## src/rtl/regfile_dump_pkg.sv

```systemverilog
// Shared constants and state encoding for the register-file dump sequencer.
// Width defaults match the 16 x 16-bit register file it reads from.
package regfile_dump_pkg;

   localparam int RF_DATA_W = 16;
   localparam int RF_SEL_W  = 4;
   localparam int REG_COUNT = 2 ** RF_SEL_W;

   typedef enum logic [1:0] {
      ST_IDLE = 2'd0,
      ST_READ = 2'd1,
      ST_SEND = 2'd2,
      ST_DONE = 2'd3
   } state_e;

endpackage

```

## src/rtl/regfile_dump.sv

```systemverilog
// Walks a range of register indices through one regfile read port and
// streams each captured value, tagged with its index, over valid/ready.
module regfile_dump
   import regfile_dump_pkg::*;
#(
   parameter int DATA_W = RF_DATA_W,
   parameter int SEL_W  = RF_SEL_W
) (
   input  logic              clk,
   input  logic              rst,
   input  logic              start,
   input  logic [SEL_W-1:0]  first,
   input  logic [SEL_W-1:0]  last,
   output logic              busy,
   output logic              done,
   output logic [SEL_W-1:0]  rf_sel,
   input  logic [DATA_W-1:0] rf_data,
   output logic              out_valid,
   input  logic              out_ready,
   output logic [DATA_W-1:0] out_data,
   output logic [SEL_W-1:0]  out_idx
);

   state_e              state_q, state_d;
   logic [SEL_W-1:0]    idx_q, idx_d;
   logic [SEL_W-1:0]    last_q, last_d;
   logic [SEL_W-1:0]    out_idx_q, out_idx_d;
   logic [DATA_W-1:0]   out_data_q, out_data_d;

   always_ff @(posedge clk) begin
      if (rst) begin
         state_q    <= ST_IDLE;
         idx_q      <= '0;
         last_q     <= '0;
         out_idx_q  <= '0;
         out_data_q <= '0;
      end else begin
         state_q    <= state_d;
         idx_q      <= idx_d;
         last_q     <= last_d;
         out_idx_q  <= out_idx_d;
         out_data_q <= out_data_d;
      end
   end

   always_comb begin
      state_d    = state_q;
      idx_d      = idx_q;
      last_d     = last_q;
      out_idx_d  = out_idx_q;
      out_data_d = out_data_q;
      case (state_q)
         ST_IDLE: begin
            if (start) begin
               idx_d   = first;
               last_d  = last;
               state_d = ST_READ;
            end
         end
         // rf_sel has been stable on idx for a full cycle by this edge.
         ST_READ: begin
            out_data_d = rf_data;
            out_idx_d  = idx_q;
            state_d    = ST_SEND;
         end
         ST_SEND: begin
            if (out_ready) begin
               if (idx_q == last_q) begin
                  state_d = ST_DONE;
               end else begin
                  idx_d   = idx_q + SEL_W'(1);
                  state_d = ST_READ;
               end
            end
         end
         ST_DONE: state_d = ST_IDLE;
         default: state_d = ST_IDLE;
      endcase
   end

   // All outputs decode from registers only; nothing is combinational from inputs.
   assign busy      = (state_q != ST_IDLE);
   assign done      = (state_q == ST_DONE);
   assign out_valid = (state_q == ST_SEND);
   assign rf_sel    = idx_q;
   assign out_data  = out_data_q;
   assign out_idx   = out_idx_q;

endmodule
```

## config.mk

```make
export PLATFORM = sky130hd
export DESIGN_NAME = regfile_dump
export DESIGN_NICKNAME = d
export VERILOG_FILES = /design/src/rtl/regfile_dump_pkg.sv /design/src/rtl/regfile_dump.sv
export SDC_FILE = /design/constraint.sdc
export NUM_CORES = 1
export LEC_CHECK = 0
export BUFFER_PORTS_ARGS = -buffer_cell sky130_fd_sc_hd__buf_2
export CORE_UTILIZATION = 31
export CTS_CLUSTER_DIAMETER = 40
export DETAILED_ROUTE_END_ITERATION = 7
export SLEW_MARGIN = 10
export SYNTH_ARGS = -nofsm -noshare
export SYNTH_HDL_FRONTEND = slang
export SYNTH_SLANG_ARGS = --single-unit
```

## constraint.sdc

```tcl
create_clock -name clk -period 2.3 [get_ports clk]
set_clock_uncertainty 0.15 [all_clocks]
set_input_delay 0.46 -clock clk [delete_from_list [all_inputs] [get_ports clk]]
set_output_delay 0.46 -clock clk [all_outputs]
set_load 0.01 [all_outputs]
```

Word level (Yosys, flattened, before mapping)
Cells that the tools add are included.

word-level totals
  register bits = 30
  input port bits = 28
  output and inout bits = 27
  word-level logic and storage cells = 27

operators by class
  add/subtract/negate cells = 1
  eq/ne operators = 7
  mux-type cells = 8
  reductions and logical operators = 6

operator list
  cell                   count
  $mux W4                3
  $pmux W2 S4            1
  $pmux W4 S2            1
  $mux W2                3
  $add A4 B1 Y4 const B  1
  $eq A2 B2 Y1 const B   2
  $eq A4 B4 Y1           1
  $ne A2 B2 Y1 const B   2
  $reduce_and A2 Y1      2
  $reduce_and A4 Y1      1
  $reduce_bool A2 Y1     2
  $eq A2 B1 Y1 const B   1
  $logic_not A2 Y1       1
  $ne A2 B1 Y1 const B   1

Logic depth before layout (Yosys ltp)
Gate-level depths: netlist of the first run.

  word-level depth = 4
  mapped depth = 5
  gate-level depth less buffers = 5

Worst setup path after synthesis of the first run
No wires, ideal clock.

  path type = flip-flop to flip-flop
  start point = register idx_q[1] (netlist: rf_sel[1])
  end point = register idx_q[1] (netlist: rf_sel[1])
  library setup time = 0.087 ns
  arrival = 1.454 ns
  data required time = 2.063 ns
  setup slack = 0.609 ns
  cell stages (with the launch flop) = 5
  buffers on the path = 0
  period minus slack after synthesis = 1.691 ns
  cell sequence = dfxtp_1 -> xor2_1 -> or4_4 -> mux2i_1 -> o31ai_1

between the ends
  longest elaborated chain between the ends = 4
  elaborated cells between the ends (all ways) = 7
  classes of those cells = add/sub: 1; eq/ne: 2; mux: 3; reduce/logical: 1

RTL lines
  item                    RTL line            RTL
  start, declared         regfile_dump.sv:25  logic [SEL_W-1:0] idx_q, idx_d;
  start signal, assigned  regfile_dump.sv:39  idx_q <= idx_d;
  $add A4 B1 Y4           regfile_dump.sv:71  idx_d = idx_q + SEL_W'(1);
  $mux W4                 regfile_dump.sv:68  if (idx_q == last_q) begin
  $mux W4                 regfile_dump.sv:67  if (out_ready) begin
  $pmux W4 S2             regfile_dump.sv:52  case (state_q)

Parallel ways exist; a longest one is shown, timed or not. The select of a mux whose other input is x is not followed.
A chain may end at the register's enable or synchronous reset.

Worst setup path after layout of the first run
  start point = register state_q[0]
  end point = output port out_valid

between the ends
  longest elaborated chain between the ends = 1

RTL lines
  item                    RTL line            RTL
  start, declared         regfile_dump.sv:24  state_e state_q, state_d;
  start signal, assigned  regfile_dump.sv:38  state_q <= state_d;
  $eq A2 B2 Y1            regfile_dump.sv:84  assign out_valid = (state_q == ST_SEND);
  end, declared           regfile_dump.sv:18  output logic out_valid,

Every way passes these cells.

==> impl_results.md, run 1 <==
* Max Cap Viol at 0
* Fin crit period at 1.95 ns
* Post-synthesis compound-gate area fraction at 0.155
* Congestion Overflow GR at 0
* Initial DRT Pass Iterations at 4
* Nets at 243
* Die Ht at 67.0 um
* Worst Tran Pin Value at 0.615 ns
* Crit-path max FO at 13
* Fin util at 0.428
* Int Power at 0.897 mW
* Post-DR wirelength/cell at 12.1 um
* Routed wire length at 3210 um
* Synth cell types at 36
* Maximum ir drop on the vdd rail at 273 uV
* Die W at 67.0 um
* CP Class: register to output port
* 1st-iter DRT viols at 47
* Req. time, crit path at 1.69 ns
* CTS tree: built
* Final setup violation count at 0
* Sequential power share at 0.469
* CTS H-Tree Depth at 2
* Die area at 4490 um2
* R2R Path Start: state_q[1]
* Clk_lat worst skew at 0.28 ns
* DP HPWL at 2220 um
* Total negative slack at 0 ns
* Commonest non-fill, non-tap cell in the layout: buf_2
* Post-Synthesis Cell Area at 1310 um2
* Outcome: finished, final reports clean
* Synth area leader: dfxtp_1
* Crit path capture type: output port
* Num CTS Buffers at 5
* Comb pwr share at 0.184
* Min Hold Slack at 0.264 ns
* Worst reg2reg path endpoint: rf_sel[0]
* Achievable frequency at 0.512 GHz
* Antenna violations before repair at 0
* Final period util at 0.849
* Synth Area in Adders at 0.00956
* Simple-gate share of the synthesized area at 0.259
* Cells on worst reg2reg path at 4
* Post-DRT Antenna Nets at 0
* Commonest non-fill, non-tap cells in the layout: buf_2, nand2_1, dfxtp_1, a21oi_1
* Core Box Area at 4030 um2
* Relative slew slack at 0.590
* Initial Util at 0.325
* Cell Area, Placed at 1630 um2
* Main combinational cell family by area after synthesis: simple AND/OR/NAND/NOR gates
* # DRC at 0
* Clk root buf: clkbuf_8
* Reg-to-reg slack, setup at 0.42 ns
* Row count at 23
* Synth area leaders: dfxtp_1, nand2_1, a21oi_1
* Via count at 1258
* Post-synthesis register bit count at 30
* Finished Cell Area at 1720 um2
* Bufs on Longest Clock Path at 2
* Num Clock Sinks at 30
* Share of post-route cells with drive strength above 1 at 0.340
* # IOs at 55
* Post-CTS Hold Buffers at 0
* Switching power at 0.340 mW
* Min-delay src: rf_data[2]
* Global-route wire length before repair at 5210 um
* Vias in the first global route at 1124
* Fin. Hold Viols at 0
* Synth top area share at 0.459
* RePlAce Congestion at 0.856
* Final WS setup at 0.348 ns
* RSZ-0062 raised after global routing: false
* # port buffers at 54
* Layout area overhead at 31.6%
* Final Total Pwr at 1.24 mW
* N_diodes at 0
* Setup Slack @ Placement at 0.455 ns
* Setup crit start kind: register
* Sequential share of the synthesized area at 0.459
* Post-synthesis xor/xnor area fraction at 0.0268
* Switching share of total power at 0.275
* Postcts setup bufs at 0
* Slew Limit Fails at 0
* CTS resizes at 0
* Hold Crit Class: primary input to register
* Clk network pwr share at 0.347
* Placed Instances at 257
* Final cell count without fillers at 265
* Worst-path clk slew at 0.06 ns
* Largest net degree at the start of global routing at 32
* GRT Overall Usage at 0.155
* Synth Area per Inst at 8.34 um2
* Hold path depth at 3
* Power Dens Cells at 718 nW/um2
* Via/cell ratio at 4.75
* Warnings from Yosys at 0
* Critical Path AT at 1.34 ns
* Leak Pwr at 0.787 nW
* Mapped Cells at 157
* Mapped Nets at 186
* Multiplexer area fraction after synthesis at 0.0459
* WHS Endpoint: out_data[2]
[how the worst max path moves through the flow]
stage	from	end	slack (ns)	cells after the start
6_report	state_q[0]	out_valid	0.35	3
5_1_grt	state_q[0]	out_valid	0.21	3
4_1_cts	state_q[0]	out_valid	0.34	3
3_5_place_dp	state_q[1]	rf_sel[0]	0.45	4
3_3_place_gp	state_q[1]	rf_sel[0]	0.50	4
2_1_floorplan	rf_sel[1]	rf_sel[1]	0.61	4
[synthesized netlist by cell type]
| master | count |
|---|---|
| nand3_1 | 2 |
| buf_2 | 4 |
| nor4_2 | 1 |
| nor2_1 | 5 |
| a21o_1 | 2 |
| dlymetal6s2s_1 | 1 |
| o31ai_1 | 1 |
| o211ai_1 | 2 |
| nor3b_1 | 1 |
| xor2_1 | 4 |
| or4_1 | 1 |
| nor4b_1 | 1 |
| nor3_2 | 1 |
| nor2b_1 | 2 |
| a211oi_2 | 1 |
| and2_1 | 1 |
| o21a_1 | 1 |
| nand2b_1 | 3 |
| ha_1 | 1 |
| nor3_1 | 1 |
| dfxtp_1 | 30 |
| a31oi_1 | 1 |
| or4_4 | 1 |
| clkbuf_1 | 4 |
| o21ai_0 | 1 |
| inv_1 | 3 |
| nand3b_1 | 3 |
| nand2_1 | 42 |
| nand2b_2 | 1 |
| or2_4 | 1 |
| o21ai_1 | 1 |
| a41oi_1 | 1 |
| nor4_1 | 1 |
| or2_2 | 1 |
| a21oi_1 | 24 |
| mux2i_1 | 6 |
[area by class of cell]
cell class              instances  area (um2)
clock inverters                 1        5.00
well taps                      50        62.6
multi-input cells             115         649
flip-flops and latches         30         601
inverters                       3        11.3
clock buffers                   7        86.3
repair buffers                 59         308
fillers                       441        2310
[critical path, cell delays in order, from the launching register on]
cell and delay [ns]:
dfxtp_1 0.54, nand2b_2 0.25, inv_1 0.12, buf_2 0.16
[state kept, by name, summed over array words and instances (netlist names)]
signal and cells:
out_data 16, last_q 4, out_idx 4, rf_sel 4
state_q 2
[cell families (layout without fill, tap and decap cells)]
logic type | Yosys count | count (layout)
simple gates | 69 | 69
compound gates | 35 | 35
flops | 30 | 30
buf+inv | 12 | 70
mux | 6 | 6
xor+xnor | 4 | 4
fa+ha+maj | 1 | 1
[power groups by stage]
stage	sequential, mW	clock, mW	combinational (mW)
2_1_floorplan	0.597	0	0.137
3_3_place_gp	0.591	0	0.229
3_5_place_dp	0.592	0	0.229
4_1_cts	0.581	0.442	0.230
5_1_grt	0.586	0.475	0.255
6_report	0.581	0.429	0.228
[layer usage]
layer | track usage | routed length, um | up-vias | part of all wire
met5 | 0 | 0 | - | 0
li1 | - | - | 642 | -
met2 | 0.231 | 1480 | 33 | 0.46
met3 | 0.0616 | 175 | 4 | 0.054
met1 | 0.204 | 1520 | 579 | 0.47
met4 | 0.0452 | 31 | 0 | 0.0097
Power figures use the tool's default switching activity.
==> inputs of run 2 (changes only) <==
- ABC_AREA: default -> 1
- clock period: 2.3 -> 1.9 ns (I/O delays scaled with it)
==> run 2 against run 1 <==
Against the previous run: design area decreased by 5.5%; routed wire length decreased by 6.2%; clock-buffer cell count unchanged; hold slack got worse by 0.13 ns; synthesized area decreased by 7.4%; combinational power increased by 36%; die area decreased by 7.1%; core utilization increased by 1.0 points; sequential power increased by 28%; largest power group unchanged; highest routed layer unchanged.
==> impl_results.md, run 2 <==
* Outcome: finished, final reports clean
* DP HPWL at 2190 um (-1.7%)
* Via count at 1220 (-3.0%)
* Asr flop ratio synth at 0 (unchanged)
* CTS tree: built
* Worst Tran Pin Value at 0.360 ns (-0.254 ns)
* CP Class: register to output port
* Switching share of total power at 0.297 (+0.0221)
* # DRC at 0 (unchanged)
* Share of post-route cells with drive strength above 1 at 0.309 (-0.0308)
* Sequential share of the synthesized area at 0.495 (+0.0365)
* Row count at 22 (-4.3%)
* Commonest non-fill, non-tap cell in the layout: buf_2
* RePlAce Congestion at 0.713 (-17%)
* Post-synthesis register bit count at 30 (unchanged)
* Total negative slack at 0 ns (unchanged)
* Synth Area per Inst at 7.09 um2 (-15%)
* GRT Overall Usage at 0.161 (+0.00555)
* Synth area leader: dfxtp_1
* Final period util at 0.858
* Top delay family on crit path: flip-flops
* Crit-path max FO at 7 (-6)
* Final setup violation count at 0 (unchanged)
* Post-CTS Hold Buffers at 0 (unchanged)
* Final Total Pwr at 1.58 mW (+28%)
* Die Ht at 64.5 um (-3.6%)
* Met1 Wirelength at 1390 um (-8.7%)
* Hold Crit Class: primary input to register
* Via/cell ratio at 4.39 (-7.6%)
* Switching power at 0.470 mW (+38%)
* Int Power at 1.11 mW (+24%)
* Post-DR wirelength/cell at 10.8 um (-11%)
* Critical Path AT at 1.10 ns (-0.24 ns)
* Post-synth EDFFs at 0 (unchanged)
* Num CTS Buffers at 5 (unchanged)
* Met2 WL at 1370 um (-7.4%)
* Leak Pwr at 0.878 nW (+12%)
* Max Cap Viol at 0 (unchanged)
* Initial Util at 0.326 (+0.00142)
* Finished Cell Area at 1630 um2 (-5.5%)
* Most used DFF post-synth: dfxtp_1
* RSZ-0062 raised after global routing: false
* Top layer in use: met4
* Initial DRT Pass Iterations at 4 (unchanged)
* Synth top area share at 0.495 (+0.0365)
* Post-Synthesis Cell Area at 1210 um2 (-7.4%)
* Req. time, crit path at 1.37 ns (-0.32 ns)
* Antenna violations before repair at 0 (unchanged)
* FILL cells at 415 (-5.9%)
* Clk network pwr share at 0.335 (-0.012)
* CP Cell Sequence: nand2_2 -> inv_4 -> buf_2
* Synth top cells by count: nor2_1, dfxtp_1, nand2_1
* Mapped Cells at 171 (+8.9%)
* Achievable frequency at 0.614 GHz
* Num Clock Sinks at 30 (unchanged)
* Die W at 64.5 um (-3.6%)
* Comb pwr share at 0.197 (+0.013)
* Routed wl met3 at 173 um (-1.1%)
* Warnings from Yosys at 0 (unchanged)
* Layout area overhead at 34.3%
* Routed wire length at 3010 um (-6.2%)
* Clk_lat worst skew at 0.28 ns (about the same)
* Power Dens Cells at 973 nW/um2 (+35%)
* Core Box Area at 3720 um2 (-7.8%)
* Synth cell types at 19 (-47%)
* CTS resizes at 0 (unchanged)
* Vias in the first global route at 1116 (-0.71%)
* N_diodes at 0 (unchanged)
* Slew Limit Fails at 0 (unchanged)
* WP buf/inv at 2 (unchanged)
* Reg-to-reg slack, setup at 0.36 ns (-0.06 ns)
* Largest net degree at the start of global routing at 23 (-28%)
* Global-route wire length before repair at 5020 um (-3.7%)
* Crit path capture type: output port
* Most numerous cell in the Yosys netlist: nor2_1
* 1st-iter DRT viols at 51 (+8.5%)
* Final WS setup at 0.270 ns (-0.0772 ns)
* # port buffers at 54 (unchanged)
* CP max-delay cell: dfxtp_1
* CTS H-Tree Depth at 2 (unchanged)
* Die area at 4170 um2 (-7.1%)
* Relative slew slack at 0.759 (+0.169)
* Setup crit start kind: register
* # IOs at 55 (unchanged)
* Cell Area, Placed at 1540 um2 (-5.8%)
* Setup Slack @ Placement at 0.400 ns (-0.0550 ns)
* Postcts setup bufs at 0 (unchanged)
* Bufs on Longest Clock Path at 2 (unchanged)
* Min Hold Slack at 0.135 ns (-0.130 ns)
* Fin. Hold Viols at 0 (unchanged)
* Sequential power share at 0.468 (about the same)
* Nets at 258 (+6.2%)
* Synth area leaders: dfxtp_1, nor2_1, o21ai_0
* Max FFs per register at 16 (unchanged)
* Max incr delay on CP at 0.40 ns (-0.14 ns)
* Worst-path clk slew at 0.07 ns (about the same)
* Clk root buf: clkbuf_8
* Commonest non-fill, non-tap cells in the layout: buf_2, nor2_1, nand2_1, dfxtp_1, o21ai_0
* Mapped Nets at 200 (+7.5%)
* Fin crit period at 1.63 ns
* Post-DRT Antenna Nets at 0 (unchanged)
* Maximum ir drop on the vdd rail at 467 uV (+71%)
* Congestion Overflow GR at 0 (unchanged)
-- run 2: cell count changes after synthesis, moves of 3 or more --
cell	change
mux2i_1	-6
xor2_1	-3
nand2b_1	-3
nand3b_1	-3
nor2_1	+41
inv_1	+9
a21oi_1	-16
nand2_1	-12
o21ai_0	+24
-- run 2: kinds of logic after synthesis --
logic type	Yosys count	synth area share
xor gates and xnor gates	1	0.00723
AOI/OAI and AO/OA	36	0.153
adders and majority gates	1	0.0103
and+or+nand+nor	83	0.268
buffers and inverters	20	0.0661
DFF	30	0.495
-- run 2: power groups by stage --
stage          sequential, mW  combinational, mW  clock, mW
2_1_floorplan           0.773              0.167          0
4_1_cts                 0.742              0.316      0.549
3_3_place_gp            0.755              0.313          0
6_report                0.741              0.311      0.531
3_5_place_dp            0.754              0.315          0
5_1_grt                 0.750              0.358      0.574
-- run 2: per-layer routing --
layer / up-vias / global-route usage
met4: 0 / 0.100
li1: 653 / -
met2: 39 / 0.246
met1: 522 / 0.197
met3: 6 / 0.0458
met5: - / 0
-- run 2: area by class of cell --
type	count	area, um2	share of cell area
inverter	15	58.8	0.0361
timing repair buffer	56	285	0.175
multi-input combinational	121	532	0.327
clock buffer	7	86.3	0.0530
clock inverter	1	5.00	0.00307
tap	48	60.1	0.0369
sequential	30	601	0.369
-- run 2: through the flow --
step	cells	utilization
after floorplan	171	-
after global placement	270	0.413
after global routing	278	0.438
after CTS	278	0.438
after detailed placement	270	0.413
final	278	0.438
-- run 2: path summary, 6_finish.rpt --
check                    end        from  cells after the start
setup / recovery   out_valid  state_q[1]                      3
hold / removal    state_q[0]         rst                      2
setup reg to reg   rf_sel[3]  state_q[1]                      7
hold reg to reg    last_q[3]   last_q[3]                      2
==> inputs of run 3 (changes only) <==
- PLACE_DENSITY_LB_ADDON: default -> 0.12
==> run 3 against run 2 <==
Against the previous run: critical endpoint unchanged; first-iteration DRC count up 33%; critical path type unchanged; power down 1.4%; hold slack better by 0.022 ns; clock power down 4.0%; die area unchanged; sequential power about the same; non-clock buffer count unchanged; global-route usage down 1.1 points; routed wire length down 5.1%; highest routed layer unchanged.
==> impl_results.md, run 3 (synthesized netlist as in run 2, its figures left out) <==
* Die area at 4170 um2 (unchanged)
* Crit path capture type: output port
* Num CTS Buffers at 5 (unchanged)
* FILL cells at 393 (-5.3%)
* Achievable frequency at 0.622 GHz (+1.4%)
* Relative slew slack at 0.745 (-0.0146)
* RePlAce Congestion at 0.735 (+3.1%)
* Clk root buf: clkbuf_8
* # DRC at 0 (unchanged)
* Maximum ir drop on the vdd rail at 514 uV (+10%)
* Via/cell ratio at 4.40 (+0.16%)
* Largest net degree at the start of global routing at 19 (-17%)
* Max FFs per register at 16 (unchanged)
* N_diodes at 0 (unchanged)
* Num Clock Sinks at 30 (unchanged)
* # port buffers at 54 (unchanged)
* Nets at 258 (unchanged)
* Worst Tran Pin Value at 0.382 ns (+0.0218 ns)
* Initial Util at 0.326 (unchanged)
* Routed wire length at 2860 um (-5.1%)
* Fin crit period at 1.61 ns (-0.0228 ns)
* CTS resizes at 0 (unchanged)
* Vias in the first global route at 1125 (+0.81%)
* Worst-path clk slew at 0.06 ns (about the same)
* Final cell count without fillers at 278 (unchanged)
* Hold Crit Class: primary input to register
* Crit-path max FO at 7 (unchanged)
* Global-route wire length before repair at 4810 um (-4.1%)
* Post-DR wirelength/cell at 10.3 um (-5.1%)
* Critical Path AT at 1.08 ns (-0.02 ns)
* Slew Limit Fails at 0 (unchanged)
* Antenna violations before repair at 0 (unchanged)
* CTS H-Tree Depth at 2 (unchanged)
* Total negative slack at 0 ns (unchanged)
* Req. time, crit path at 1.37 ns (about the same)
* Bufs on Longest Clock Path at 2 (unchanged)
* Post-DRT Antenna Nets at 0 (unchanged)
* Postcts setup bufs at 0 (unchanged)
* Core Box Area at 3720 um2 (unchanged)
* Initial DRT Pass Iterations at 4 (unchanged)
* # IOs at 55 (unchanged)
* GRT Overall Usage at 0.150 (-0.0108)
* Commonest non-fill, non-tap cell in the layout: buf_2
* Row count at 22 (unchanged)
* Final period util at 0.846 (-0.0120)
* DP HPWL at 2080 um (-4.9%)
* Power Dens Cells at 959 nW/um2 (-1.4%)
* Share of post-route cells with drive strength above 1 at 0.309 (unchanged)
* Final setup violation count at 0 (unchanged)
* Layout area overhead at 34.3% (unchanged)
* Congestion Overflow GR at 0 (unchanged)
* Clk_lat worst skew at 0.27 ns (about the same)
* Max Cap Viol at 0 (unchanged)
* Die Ht at 64.5 um (unchanged)
* Setup crit start kind: register
* Via count at 1222 (+0.16%)
* Placed Instances at 270 (unchanged)
* RSZ-0062 raised after global routing: false
* Die W at 64.5 um (unchanged)
* CTS tree: built
* Fin. Hold Viols at 0 (unchanged)
* Outcome: finished, final reports clean
* Commonest non-fill, non-tap cells in the layout: buf_2, nor2_1, nand2_1, dfxtp_1, o21ai_0
* CP Class: register to output port
* Leak Pwr at 0.878 nW (unchanged)
* Min Hold Slack at 0.156 ns (+0.0218 ns)
* Post-CTS Hold Buffers at 0 (unchanged)
* 1st-iter DRT viols at 68 (+33%)
-- run 3: cell counts in the layout (fill, tap and decap cells not counted) --
No cell type changed its count.
-- run 3: final timing paths --
path	from	to	slack [ns]	cells after the start
worst min register to register	last_q[1]	last_q[1]	0.32	2
worst max-delay path	state_q[1]	out_valid	0.29	3
worst min-delay path	rst	state_q[0]	0.16	2
worst max register to register	state_q[1]	rf_sel[0]	0.43	9
-- run 3: through the flow --
stage	cell area, um2	power [mW]	utilization	worst slack (ns)
floorplan	1210	0.940	-	0.561
global placement	1540	1.07	0.413	0.432
detailed placement	1540	1.07	0.413	0.427
CTS	1630	1.59	0.438	0.274
global route	1630	1.67	0.438	0.233
finish	1630	1.56	0.438	0.293
-- run 3: routing by layer --
layer  vias up  GRT usage  share of wire
met4         0     0.0667          0.012
met3         4     0.0528          0.069
met5         -          0              0
met2        39      0.233           0.44
met1       524      0.186           0.48
li1        655          -              -
-- run 3: worst max-delay path, cell delays in order, from the launching register on --
cell	delay, ns
dfxtp_1	0.39
nand2_2	0.16
inv_4	0.12
buf_2	0.13
-- run 3: area by class of cell --
class / count / area [um2] / share of cell area
Clock buffer: 7 / 86.3 / 0.0530
Clock inverter: 1 / 5.00 / 0.00307
Inverter: 15 / 58.8 / 0.0361
Multi-Input combinational cell: 121 / 532 / 0.327
Sequential cell: 30 / 601 / 0.369
Tap cell: 48 / 60.1 / 0.0369
Timing Repair Buffer: 56 / 285 / 0.175
-- run 3: where the power goes --
part           internal (mW)  switching (mW)
Clock                  0.291           0.219
Sequential             0.697          0.0426
Combinational          0.126           0.186
Total                   1.11           0.448
